--- src/rtl/oport_uart_tx.sv ---
// Output-port UART transmitter: queues bytes written by the CPU and sends each one
// as an 8N1 frame, LSB first. Frames queued back-to-back go out with no idle gap.
module oport_uart_tx #(
    parameter int CLKS_PER_BIT = 16,
    parameter int FIFO_DEPTH   = 4
) (
    input  logic       clk,
    input  logic       rst_n,
    input  logic       wr_en,
    input  logic [7:0] din,
    input  logic       clr_ovf,
    output logic       tx,
    output logic       full,
    output logic       empty,
    output logic       busy,
    output logic       overflow
);
    localparam int AW = (FIFO_DEPTH > 1) ? $clog2(FIFO_DEPTH) : 1;
    localparam logic [AW:0] DEPTH_C   = (AW+1)'(FIFO_DEPTH);
    localparam logic [7:0]  BAUD_LAST = 8'(CLKS_PER_BIT - 1);

    localparam logic [1:0] ST_IDLE  = 2'd0;
    localparam logic [1:0] ST_START = 2'd1;
    localparam logic [1:0] ST_DATA  = 2'd2;
    localparam logic [1:0] ST_STOP  = 2'd3;

    logic [7:0]  mem [FIFO_DEPTH];
    logic [AW-1:0] wr_ptr;
    logic [AW-1:0] rd_ptr;
    logic [AW:0]   count;
    logic [1:0]  state;
    logic [7:0]  baud_cnt;
    logic [2:0]  bit_idx;
    logic [7:0]  shift;
    logic        baud_wrap;
    logic        push;
    logic        pop;

    // Write side has no ready: wr_en is a one-cycle strobe that is accepted when the
    // registered full is low and otherwise dropped, which raises the sticky overflow.
    assign full      = (count == DEPTH_C);
    assign empty     = (count == '0);
    assign busy      = (state != ST_IDLE) || !empty;
    assign baud_wrap = (baud_cnt == BAUD_LAST);
    assign push      = wr_en && !full;
    assign pop       = !empty && ((state == ST_IDLE) || ((state == ST_STOP) && baud_wrap));

    always_ff @(posedge clk) begin
        if (push) begin
            mem[wr_ptr] <= din;
        end
    end

    always_ff @(posedge clk or negedge rst_n) begin
        if (!rst_n) begin
            wr_ptr   <= '0;
            rd_ptr   <= '0;
            count    <= '0;
            overflow <= 1'b0;
        end else begin
            if (push) begin
                wr_ptr <= wr_ptr + 1'b1;
            end
            if (pop) begin
                rd_ptr <= rd_ptr + 1'b1;
            end
            if (push && !pop) begin
                count <= count + 1'b1;
            end else if (pop && !push) begin
                count <= count - 1'b1;
            end
            // A dropped write takes priority over a coincident clear.
            if (wr_en && full) begin
                overflow <= 1'b1;
            end else if (clr_ovf) begin
                overflow <= 1'b0;
            end
        end
    end

    always_ff @(posedge clk or negedge rst_n) begin
        if (!rst_n) begin
            state    <= ST_IDLE;
            baud_cnt <= '0;
            bit_idx  <= '0;
            shift    <= '0;
        end else begin
            case (state)
                ST_IDLE: begin
                    baud_cnt <= '0;
                    if (pop) begin
                        shift <= mem[rd_ptr];
                        state <= ST_START;
                    end
                end
                ST_START: begin
                    if (baud_wrap) begin
                        baud_cnt <= '0;
                        bit_idx  <= '0;
                        state    <= ST_DATA;
                    end else begin
                        baud_cnt <= baud_cnt + 1'b1;
                    end
                end
                ST_DATA: begin
                    if (baud_wrap) begin
                        baud_cnt <= '0;
                        shift    <= {1'b0, shift[7:1]};
                        if (bit_idx == 3'd7) begin
                            state <= ST_STOP;
                        end else begin
                            bit_idx <= bit_idx + 1'b1;
                        end
                    end else begin
                        baud_cnt <= baud_cnt + 1'b1;
                    end
                end
                ST_STOP: begin
                    if (baud_wrap) begin
                        baud_cnt <= '0;
                        // Chain straight into the next start bit when more bytes wait.
                        if (pop) begin
                            shift <= mem[rd_ptr];
                            state <= ST_START;
                        end else begin
                            state <= ST_IDLE;
                        end
                    end else begin
                        baud_cnt <= baud_cnt + 1'b1;
                    end
                end
                default: state <= ST_IDLE;
            endcase
        end
    end

    always_comb begin
        tx = 1'b1;
        case (state)
            ST_START: tx = 1'b0;
            ST_DATA:  tx = shift[0];
            default:  tx = 1'b1;
        endcase
    end

endmodule
--- config.mk ---
export PLATFORM = sky130hd
export DESIGN_NAME = oport_uart_tx
export DESIGN_NICKNAME = d
export VERILOG_FILES = /design/src/rtl/oport_uart_tx.sv
export SDC_FILE = /design/constraint.sdc
export NUM_CORES = 1
export LEC_CHECK = 0
export CAP_MARGIN = 20
export CORE_ASPECT_RATIO = 0.8
export CORE_MARGIN = 5
export CORE_UTILIZATION = 53
export CTS_BUF_LIST = sky130_fd_sc_hd__clkbuf_16
export DETAILED_ROUTE_END_ITERATION = 6
export PLACE_DENSITY = 0.69
export SLEW_MARGIN = 5
export SYNTH_ARGS = -nofsm -noshare
export SYNTH_HDL_FRONTEND = slang
export SYNTH_SLANG_ARGS = --single-unit
--- constraint.sdc ---
create_clock -name clk -period 6.7 [get_ports clk]
set_input_delay 1.675 -clock clk [delete_from_list [all_inputs] [get_ports clk]]
set_output_delay 1.675 -clock clk [all_outputs]
set_load 0.005 [all_outputs]
==> metrics.csv <==
metric,value,unit
finish.utilization,64.6,%
ys_ff_latch,61,
rows,23,
synth_ff_type,edfxtp_1,
start_util,55.4,%
yosysUniqueCellTypes,40,
power_switching,0.489,mW
crit_slowest_cell,ha_1,
hold_viol,0,
drc,0,
cp_slowest_stage_delay,0.74,ns
p_clk_share,25.9,%
post-route-worst-setup-slack,2.60,ns
crit_buf_inv,2,
wirelength,5260,µm
end_kind,output port,
vias,1673,
fmax,244,MHz
slew_viol_final,0,
skew,0.00541,ns
gr-total-overflow,0,
cts_tree,built,
ys_warn_count,0,
total_power,1.50,mW
area_growth,16.6,%
post_drt_wl_per_cell,18.5,µm
multi_input_area,1060,µm²
min_period_over_period,61.2,%
coreArea,5060,µm²
final_nets,243,
slew_headroom,42.2,%
max-cap-violations,0,
crit_type,reg2out,
rrSetupSlack,4.15,ns
critPathMaxFanout,25,
post_synth.cell_area_avg,14.2,µm²
switching_share,32.7,%
cp-start-kind,register,
clk_latency,0.32,ns
drt-initial-drc-count,84,
synth_edf_count,32,
setup-violations-final,0,
internal_power,1.01,mW
cellPowerDensity,457,nW/µm²
synth.area.top_cells,"edfxtp_1 34%, dfrtp_1 26%, mux2_2 6.4%, ha_1 5.8%, mux2i_1 3.2%",
ir_worst_vdd,275,µV
synth_top_area_share,34.3,%
synthArstFlopShare,47.5,%
yosys.area.top_type,edfxtp_1,
rsz0062_at_grt,no,
vias_per_cell,5.89,
dp_hpwl,3630,µm
track_usage,17.6,%
postCtsSetupRepairBufs,0,
grt_pass1_wl,9050,µm
ys_seq_area_share,60.2,%
holdCritPathClass,reg2reg,
ys_top_cells_by_count,"32 x edfxtp_1, 29 x dfrtp_1, 16 x mux2_2",
fin_setup_tns,0,ns
dp_cells,268,
die_area,6850,µm²
port_buffers,16,
cts.root.buffer_cell,clkbuf_16,
holdWs,0.487,ns
pre_cts_ws,2.90,ns
cts_sinks,61,
nFillCells,374,
htree_levels,3,
total_leakage_power,1.31,nW
ant_nets,0,
combPwrFrac,33.0,%
syn_area,2800,µm²
ctsLongestPathBuffers,2,
pwr-share-seq,41.1,%
synthCells,197,
ios,17,
syn-num-nets,223,
hold_buffers,0,
crit_family,adder cells,
grt_max_degree,30,
period_needed,4.10,ns
status,"finished, final reports clean",
dr.pass1.iters,5,
final_layout_size_suffix_gt1_share,15.3,%
grt_pass1_vias,1828,
antenna_found_initial,0,
cts_inserted_buffers,9,
final_area,3270,µm²
clkTransAtPathRegs,0.05,ns
antennaDiodeCount,0,
worst_pin_slew,0.867,ns
cts_resized,0,
cp.arrival,2.42,ns
yosys.cell_count.top_type,edfxtp_1,
path_cells,"inv_1, ha_1, mux2i_1, clkdlybuf4s50_1",
die_x,91.3,µm
die_y,75.1,µm
place_congestion,0.732,
register_area,1690,µm²
dpl_cell_area,3020,µm²
finalNonFillerCells,284,
crit_required,5.03,ns
-- area by class of cell --
cell class              instances  share of cell area, %
clock buffers                   9                   6.89
clock inverters                 7                  0.842
inverters                       7                  0.803
multi-input cells             121                   32.4
flip-flops and latches         61                   51.6
well taps                      62                   2.37
repair buffers                 17                   5.13
-- flip-flops by register name, indices dropped and copies added, names as in the netlist --
register / cells
wr_ptr: 2
overflow: 1
shift: 8
bit_idx: 3
count: 3
mem: 32
state: 2
baud_cnt: 8
rd_ptr: 2
-- power by group through the flow --
| stage | clock network [mW] | registers (mW) | logic, mW |
|---|---|---|---|
| 6_report | 0.388 | 0.615 | 0.493 |
| 5_1_grt | 0.414 | 0.630 | 0.547 |
| 4_1_cts | 0.394 | 0.615 | 0.496 |
| 3_5_place_dp | 0 | 0.619 | 0.489 |
| 3_3_place_gp | 0 | 0.608 | 0.461 |
| 2_1_floorplan | 0 | 0.569 | 0.397 |
-- worst register-to-register path: stages, from the launching register on --
cell     delay [ns]
dfrtp_1        0.43
inv_1          0.14
ha_1           0.46
a31oi_1        0.11
or2_2          0.33
ha_1           0.22
inv_1          0.07
fa_1           0.40
mux2_2         0.26
-- layer usage --
layer	global-route usage (%)	vias to the layer above	routed length [µm]
li1	-	782	-
met1	21.5	826	2320
met2	28.5	53	2500
met3	6.09	12	288
met4	8.79	0	145
met5	0	-	0
-- cell usage in the layout (no fill, tap or decap), types with 2 or more instances in the layout --
cell type	instances
a22o_1	6
and3_1	3
inv_1	10
nor3b_1	3
a221o_1	6
and2_1	5
nor2_1	4
nor2b_1	3
ha_1	13
mux2_2	16
clkinv_1	3
nand3_1	2
xnor2_1	5
edfxtp_1	32
mux2i_1	9
xor2_1	7
nand2_1	5
nor3_1	13
o21ai_0	2
dfrtp_1	29
clkdlybuf4s50_1	16
clkbuf_16	9
-- path summary, 6_finish.rpt --
kind / endpoint / cells after the start / start
worst max-delay path: tx / 4 / state[0]
worst min-delay path: baud_cnt[0] / 1 / baud_cnt[0]
worst max register to register: count[1] / 8 / state[1]
worst min register to register: baud_cnt[0] / 1 / baud_cnt[0]
max in group asynchronous: count[2] / 2 / rst_n
min in group asynchronous: shift[0] / 2 / rst_n
-- logic make-up (layout without fill, tap and decap cells) --
kind of cell / count (synthesis) / in the layout / synth area share (%)
compound gates: 22 / 22 / 7.01
mux: 27 / 27 / 10.8
fa+ha+maj: 14 / 14 / 6.52
simple gates: 46 / 46 / 9.68
flops: 61 / 61 / 60.2
buf+inv: 15 / 40 / 2.05
xor+xnor: 12 / 12 / 3.75
No activity file was read; power rests on OpenSTA's default activity.
